===== src/rtl/baccarat_round_fsm.sv =====
// Baccarat round controller: deal strobes, third-card rules, win lights.
// Optional outcome tallies are built when ROUND_TALLY_EN is defined.
module baccarat_round_fsm #(
   parameter int TALLY_W = 8
) (
   input  logic               slow_clock,
   input  logic               resetb,
   input  logic               step,
   input  logic [3:0]         pscore,
   input  logic [3:0]         dscore,
   input  logic [3:0]         pcard3,
   output logic               load_pcard1,
   output logic               load_pcard2,
   output logic               load_pcard3,
   output logic               load_dcard1,
   output logic               load_dcard2,
   output logic               load_dcard3,
   output logic               new_hand,
   output logic               player_win_light,
   output logic               dealer_win_light,
   output logic               hand_done,
   output logic [TALLY_W-1:0] player_tally,
   output logic [TALLY_W-1:0] dealer_tally,
   output logic [TALLY_W-1:0] tie_tally
);

   typedef enum logic [3:0] {
      DEAL_P1, DEAL_D1, DEAL_P2, DEAL_D2, EVAL,
      DEAL_P3, BANK_EVAL, DEAL_D3, RESULT, DONE
   } state_t;

   state_t     state, state_nxt;
   logic [3:0] v3;
   logic       bank_draw;

   // Face cards and tens count as zero toward the banker rule.
   assign v3 = (pcard3 <= 4'd9) ? pcard3 : 4'd0;

   always_comb begin
      case (dscore)
         4'd0, 4'd1, 4'd2: bank_draw = 1'b1;
         4'd3:             bank_draw = (v3 != 4'd8);
         4'd4:             bank_draw = (v3 >= 4'd2) && (v3 <= 4'd7);
         4'd5:             bank_draw = (v3 >= 4'd4) && (v3 <= 4'd7);
         4'd6:             bank_draw = (v3 >= 4'd6) && (v3 <= 4'd7);
         default:          bank_draw = 1'b0;
      endcase
   end

   always_ff @(posedge slow_clock or negedge resetb) begin
      if (!resetb) state <= DEAL_P1;
      else         state <= state_nxt;
   end

   always_comb begin
      state_nxt   = state;
      load_pcard1 = 1'b0;
      load_pcard2 = 1'b0;
      load_pcard3 = 1'b0;
      load_dcard1 = 1'b0;
      load_dcard2 = 1'b0;
      load_dcard3 = 1'b0;
      new_hand    = 1'b0;
      hand_done   = 1'b0;
      if (resetb) begin
         hand_done = (state == DONE);
         if (step) begin
            case (state)
               DEAL_P1: begin load_pcard1 = 1'b1; state_nxt = DEAL_D1; end
               DEAL_D1: begin load_dcard1 = 1'b1; state_nxt = DEAL_P2; end
               DEAL_P2: begin load_pcard2 = 1'b1; state_nxt = DEAL_D2; end
               DEAL_D2: begin load_dcard2 = 1'b1; state_nxt = EVAL;    end
               EVAL: begin
                  if (pscore >= 4'd8 || dscore >= 4'd8) state_nxt = RESULT;
                  else if (pscore <= 4'd5)              state_nxt = DEAL_P3;
                  else if (dscore <= 4'd5)              state_nxt = DEAL_D3;
                  else                                  state_nxt = RESULT;
               end
               DEAL_P3:   begin load_pcard3 = 1'b1; state_nxt = BANK_EVAL; end
               BANK_EVAL: state_nxt = bank_draw ? DEAL_D3 : RESULT;
               DEAL_D3:   begin load_dcard3 = 1'b1; state_nxt = RESULT; end
               RESULT:    state_nxt = DONE;
               DONE:      begin new_hand = 1'b1; state_nxt = DEAL_P1; end
               default:   state_nxt = DEAL_P1;
            endcase
         end
      end
   end

   // A tie lights both lamps; DONE+step starts a fresh hand with lamps dark.
   always_ff @(posedge slow_clock or negedge resetb) begin
      if (!resetb) begin
         player_win_light <= 1'b0;
         dealer_win_light <= 1'b0;
      end else if (step && state == RESULT) begin
         player_win_light <= (pscore >= dscore);
         dealer_win_light <= (dscore >= pscore);
      end else if (step && state == DONE) begin
         player_win_light <= 1'b0;
         dealer_win_light <= 1'b0;
      end
   end

`ifdef ROUND_TALLY_EN
   localparam logic [TALLY_W-1:0] TALLY_MAX = '1;
   logic result_edge;
   assign result_edge = step && (state == RESULT);

   always_ff @(posedge slow_clock or negedge resetb) begin
      if (!resetb) begin
         player_tally <= '0;
         dealer_tally <= '0;
         tie_tally    <= '0;
      end else if (result_edge) begin
         if (pscore > dscore && player_tally != TALLY_MAX)
            player_tally <= player_tally + 1'b1;
         if (dscore > pscore && dealer_tally != TALLY_MAX)
            dealer_tally <= dealer_tally + 1'b1;
         if (pscore == dscore && tie_tally != TALLY_MAX)
            tie_tally <= tie_tally + 1'b1;
      end
   end
`else
   assign player_tally = '0;
   assign dealer_tally = '0;
   assign tie_tally    = '0;
`endif

endmodule


===== config.mk =====
export PLATFORM = sky130hd
export DESIGN_NAME = baccarat_round_fsm
export DESIGN_NICKNAME = d
export VERILOG_FILES = /design/src/rtl/baccarat_round_fsm.sv
export SDC_FILE = /design/constraint.sdc
export NUM_CORES = 1
export LEC_CHECK = 0
export CELL_PAD_IN_SITES_DETAIL_PLACEMENT = 0
export CELL_PAD_IN_SITES_GLOBAL_PLACEMENT = 2
export CORE_MARGIN = 3
export CORE_UTILIZATION = 28
export DETAILED_ROUTE_END_ITERATION = 6
export DONT_BUFFER_PORTS = 1
export PLACE_DENSITY_LB_ADDON = 0.1
export SYNTH_ARGS = -nofsm -noshare
export SYNTH_HDL_FRONTEND = slang
export SYNTH_SLANG_ARGS = --single-unit
export TNS_END_PERCENT = 50

===== constraint.sdc =====
create_clock -name slow_clock -period 1.1 [get_ports slow_clock]
set_clock_uncertainty 0.05 [all_clocks]
set_input_delay 0.165 -clock slow_clock [delete_from_list [all_inputs] [get_ports slow_clock]]
set_output_delay 0.165 -clock slow_clock [all_outputs]
set_load 0.01 [all_outputs]

==> out/qor.csv, run 1 <==
stage;metric;value;unit
clock_tree;CTS root buf;clkbuf_4;
final_layout;area occupied by multi-input gates;637;um2
place;hpwl dp;1610;um
global_route;first-pass GRT wire length;3130;um
sta;setup ws final;-338;ps
clock_tree;CTS clk-pin slew, worst paths;50;ps
worst_setup_path;CP delay by family, top;flip-flops;
routing;vias per cell;4.89;
final_layout;Filler cells;266;
routing;number of detailed-route iterations in the first pass;5;
flow_run;Max Cap Violations;0;
place;placed inst area;908;um2
final_layout;Nets;154;
floorplanning;Die Width;59.3;um
synthesis;Mapped Area;796;um2
synthesis;Yosys top cell area share;0.236;
worst_setup_path;worst path bufs/invs;2;
synthesis;Synth async-reset ratio;1.00;
hold_path;HP Start;step;
worst_setup_path;Max FO, Critical Path;5;
clock_tree;TritonCTS Buffers;3;
clock_tree;Worst-Skew Late Latency;250;ps
clock_tree;CTS H-tree lvls;1;
worst_setup_path;R2R Path End;state[2];
synthesis;Post-synth EDFFs;0;
sta;crit path time final;1440;ps
clock_tree;clk buf depth;2;
clock_tree;CTS tree;done;
final_layout;Inserted Diodes;0;
routing;Initial DRC Count;29;
place;DP Cell Count;149;
global_route;pin count of the biggest net entering global routing;8;
hold_path;Hold Path Cell Cnt;2;
routing;Post-DRT Antenna Nets;0;
floorplanning;DIE AREA;3520;um2
place;I/O Buffers;0;
worst_setup_path;Setup crit start kind;flop;
sta;# setup viols final;14;
final_layout;area growth from synthesis to layout;43.6;%
sta;RSZ-0062 raised after global routing;yes;
power;pwr dens;1830;nW/um2
synthesis;synth unique cells;40;
synthesis;Mapped Cells;102;
power;Max VDD drop;1.17;mV
synthesis;Post-Syn Area per Cell;7.80;um2
floorplanning;FP Rows;18;
global_route;initial antenna violation count;0;
routing;DRC violations left;0;
clock_tree;clock sinks;6;
synthesis;Synth area leaders;buf_4 (24%), dfrtp_1 (19%), ha_1 (6.3%);
routing;Wirelength per Cell;13.4;um
sta;number of hold violations in the final report;0;
sta;Fin Hold WS;106;ps
routing;Routed Wire Length;2180;um
sta;Slew Viols, Final;0;
synthesis;leading area contributor after synthesis;buf_4;
final_layout;share of post-route cells with drive strength above 1;0.429;
global_route;GRT Resource Usage Total;0.119;
hold_path;Worst Hold End;state[3];
worst_setup_path;Worst EP required;880;ps
worst_setup_path;Reg2Reg Depth;6;
synthesis;Seq cells post-synth;6;
synthesis;ys flop type;dfrtp_1;
worst_setup_path;max incr delay on CP;420;ps
worst_setup_path;crit path kind;reg -> out;
global_route;vias in the first global route;720;
global_route;total gr overflow;0;
synthesis;yosys warns;0;
worst_setup_path;worst path cell trace;buf_6, nor4_4, buf_4;
status;failing checks;negative setup slack;
hold_path;Hold Path Class;in -> reg;
final_layout;FF+latch area;155;um2
final_layout;Finished Layout Cells;163;
floorplanning;io pins;49;
worst_setup_path;worst endpoint data arrival time;1220;ps
final_layout;Finished Core Util;0.441;
sta;setup TNS;-3660;ps
worst_setup_path;CP endpoint kind;output pin;
worst_setup_path;critical path's slowest cell;dfrtp_2;
sta;fmax;0.695;GHz
power;Power, Total;2.10;mW
floorplanning;Die Span Y;59.3;um
synthesis;post-synthesis sequential area ratio;0.189;
worst_setup_path;reg2reg start;state[1];
place;pre-CTS setup slack;-294;ps
final_layout;design area;1140;um2
status;outcome;finished with violations;
place;gp weighted congestion;0.768;
worst_setup_path;R2R Setup Slk;-250;ps
floorplanning;Initial Util;0.307;
sta;crit share post-route;1.31;
power;Lkg Pwr;0.535;nW
routing;via count;797;
floorplanning;core region area;2590;um2
==> registers in the layout, summed over array words and instances, names as in the netlist <==
name	count
dealer_win_light	1
state	4
player_win_light	1
==> worst register-to-register path, delay by kind of cell (launching register included) <==
family          cells  cell delay (ps)
compound gates      3              490
buf+inv             2              240
flops               1              410
simple gates        1               40
==> power breakdown <==
group	internal, mW	switching, mW	total, mW
clock	0.124	0.0820	0.206
combinational	0.768	0.667	1.44
sequential	0.325	0.130	0.455
==> cell usage after synthesis, types with 2 or more instances <==
cell type and instances:
o31ai_1 2, buf_4 25, dfrtp_1 6, nand2b_1 3, and2_1 2, nor2_1 8, nor3_1 5, ha_1 4
nand2_1 6, nand3b_1 2, nand3_1 2, a21oi_1 4, o211ai_1 2, inv_1 5
==> how the worst max path moves through the flow <==
stage / end / slack, ps / startpoint / cells past startpoint
finish: new_hand / -340 / state[2] / 3
CTS: new_hand / -360 / state[2] / 3
global route: new_hand / -390 / state[2] / 3
detailed placement: state[1] / -290 / state[2] / 4
floorplan: state[0] / -140 / state[2] / 5
global placement: state[1] / -300 / state[2] / 4
==> placed cells by master, fill, tap and decap left out, types with 4 or more instances in the layout <==
master and instances:
buf_4 22, dfrtp_2 4, ha_1 4, conb_1 24, buf_6 8, nand2_1 5, nor2_1 6, inv_1 4
==> cells by family (layout without fill, tap and decap cells) <==
| group | count (synthesis) | in the layout | synth area share |
|---|---|---|---|
| buf+inv | 32 | 40 | 0.270 |
| compound gates | 20 | 20 | 0.181 |
| other cells | 1 | 24 | 0.00471 |
| simple gates | 39 | 39 | 0.292 |
| flops | 6 | 6 | 0.189 |
| fa+ha+maj | 4 | 4 | 0.0629 |
==> layer usage <==
metal | global-route usage | routed length, um | up-vias
li1 | - | - | 380
met3 | 0.0196 | 189 | 5
met2 | 0.189 | 1080 | 39
met1 | 0.141 | 855 | 373
met4 | 0.0939 | 50 | 0
met5 | 0 | 0 | -
==> area by class of cell <==
cell class,count,area share
clock buffer,3,0.0197
inverter,6,0.0219
tap,30,0.0329
timing repair buffer,31,0.232
multi-input combinational,87,0.558
sequential,6,0.136
==> repair_timing <==
action | in CTS | in global routing
buffers inserted | 9 | 1
resized for setup | 16 | 16
endpoints found under the hold margin | 6 | 0
hold buffers | 1 | 0
setup endpoints to repair | 14 | 14
cloned | 0 | 0
pin swaps | 6 | 3
Note: power is estimated with default switching activity, not from simulation.
==> run 2, diff against run 1 <==
Settings changed: CTS_CLUSTER_SIZE from default to 10.
==> results of run 2 <==
Final layout, timing and power as in run 1 (identical DEF).
==> edit (config.mk and constraints of run 2) <==
The parameter `TALLY_W` goes from 8 to 9.
--- a/src/rtl/baccarat_round_fsm.sv
+++ b/src/rtl/baccarat_round_fsm.sv
@@ -1,7 +1,7 @@
 // Baccarat round controller: deal strobes, third-card rules, win lights.
 // Optional outcome tallies are built when ROUND_TALLY_EN is defined.
 module baccarat_round_fsm #(
-   parameter int TALLY_W = 8
+   parameter int TALLY_W = 9
 ) (
    input  logic               slow_clock,
    input  logic               resetb,
Ports: changed (resized dealer_tally, player_tally and tie_tally); port bits go from 49 to 52. No check against the original RTL was run, so the function may have changed too.
==> edit against run 2 <==
The run still ends with negative setup slack left. Die area rose by 2.5%. Critical path depth unchanged. Routed wire length down 2.4%. Sequential cell count unchanged. Power down 0.81%. Worst setup slack got worse by 17 ps. Final cell count grew 1.8%. Global-route usage is 0.29 points higher. Synthesized area grew 2.8%. Cell area increased by 0.88%. Critical endpoint unchanged.
==> edit: results (changes against run 2) <==
Status -> finished with violations
Failing checks -> negative setup slack
Setup Viol. Count Final -> 14 (unchanged)
Fin Setup TNS -> -3680 ps (-19.8 ps)
First-pass GRT wire length -> 3280 um (+4.9%)
Slowest stage delay, CP -> 450 ps (+30 ps)
ClkCell Share -> 0.0195 (-0.000171)
Signal buf overhead -> 0.230 (-0.00202)
Post-synthesis cell type count -> 40 (unchanged)
CTS H-Tree Depth -> 1 (unchanged)
N_diodes -> 0 (unchanged)
Setup Slack @ Placement -> -481 ps (-187 ps)
CTS resizes -> 20 (+4)
Clk Latency, worst-skew pair -> 250 ps (about the same)
Post-Place Cell Area -> 927 um^2 (+2.1%)
Fraction of area in multi-input gates -> 0.565 (+0.00710)
Multi-input gates -> 90 (+3.4%)
Top cells by count, synth -> buf_4 (28), nor2_1 (8), dfrtp_1 (6), nand2_1 (6)
Post-DP HPWL -> 1650 um (+2.4%)
Seq/total area -> 0.134 (-0.00227)
Post-Synth Adder-Cell Area -> 0.0612 (-0.00173)
DRT iter0 DRCs -> 15 (-48%)
Cells after Synth -> 105 (+2.9%)
First-pass DRT Iterations -> 4 (-1)
Fillers -> 278 (+4.5%)
Vias in the first global route -> 770 (+6.9%)
Async SR Flop Fraction -> 1.00 (unchanged)
Clock sink count -> 6 (unchanged)
Clk pin slew, worst setup/hold paths -> 50 ps (about the same)
Number of non-clock inverters in the layout -> 6 (unchanged)
Number of hold buffers added after CTS -> 1 (unchanged)
Synth Area in XOR/XNOR -> 0 (unchanged)
PortBufs -> 0 (unchanged)
Biggest regs -> state x4, dealer_win_light x1, player_win_light x1
Layout Cells excl Fill -> 166 (+1.8%)
Gr usage total -> 0.122 (+0.00291)
Layout cell share with drive strength beyond 1 -> 0.412 (-0.0168)
Buffers, non-clock -> 31 (unchanged)
Number of synthesis warnings -> 0 (unchanged)
Sequential area share after synthesis -> 0.183 (-0.00519)
Post-synthesis compound-gate area fraction -> 0.176 (-0.00498)
Largest net degree at the start of global routing -> 7 (-1)
Clock buf count -> 3 (unchanged)
Post-CTS setup buffers -> 7 (-2)
Placer Congestion -> 0.834 (+8.5%)
Max clock buf depth -> 2 (unchanged)
Root Driver -> clkbuf_4
Fin nets -> 157 (+1.9%)
Final Cell Area -> 1150 um^2 (+0.88%)
DRT Wirelength -> 2120 um (-2.4%)
CP Max Fanout -> 6 (+1)
Hold WC Path Type -> input port to register
Post-synthesis mux area share -> 0 (unchanged)
Maximum vdd ir drop -> 1.33 mV (+13%)
Placed Cells -> 153 (+2.7%)
DR vias/cell -> 4.77 (-2.5%)
Pleak -> 0.545 nW (+1.9%)
Top post-synthesis cells by area -> buf_4 (26%), dfrtp_1 (18%), ha_1 (6.1%), nor2_1 (3.7%), nor3_1 (3.1%)
Final WS setup -> -356 ps (-17.1 ps)
## edit: changes by cell type after synthesis
| cell | change |
|---|---|
| buf_4 | +3 |
## edit: worst paths after layout
kind                                  startpoint               end  slack, ps  cells past startpoint
worst max-delay path                    state[2]          new_hand       -360                      3
worst min-delay path                        step  player_win_light        130                      2
worst max register to register          state[2]          state[3]       -300                      6
worst min register to register  player_win_light  player_win_light        520                      2
max in group asynchronous                 resetb          state[1]        590                      1
min in group asynchronous                 resetb  dealer_win_light        170                      1
## edit: layer usage
metal / GRT usage / vias to the layer above / part of all wire
met5: 0 / - / 0
met4: 0.0411 / 0 / 0.014
met3: 0.0259 / 4 / 0.072
met2: 0.219 / 34 / 0.53
met1: 0.142 / 369 / 0.38
li1: - / 384 / -
## edit: power by group
part,internal [mW],leakage [nW],switching [mW]
Clock,0.123,0.0138,0.0795
Sequential,0.321,0.0718,0.133
Combinational,0.773,0.460,0.649
Total,1.22,0.545,0.861
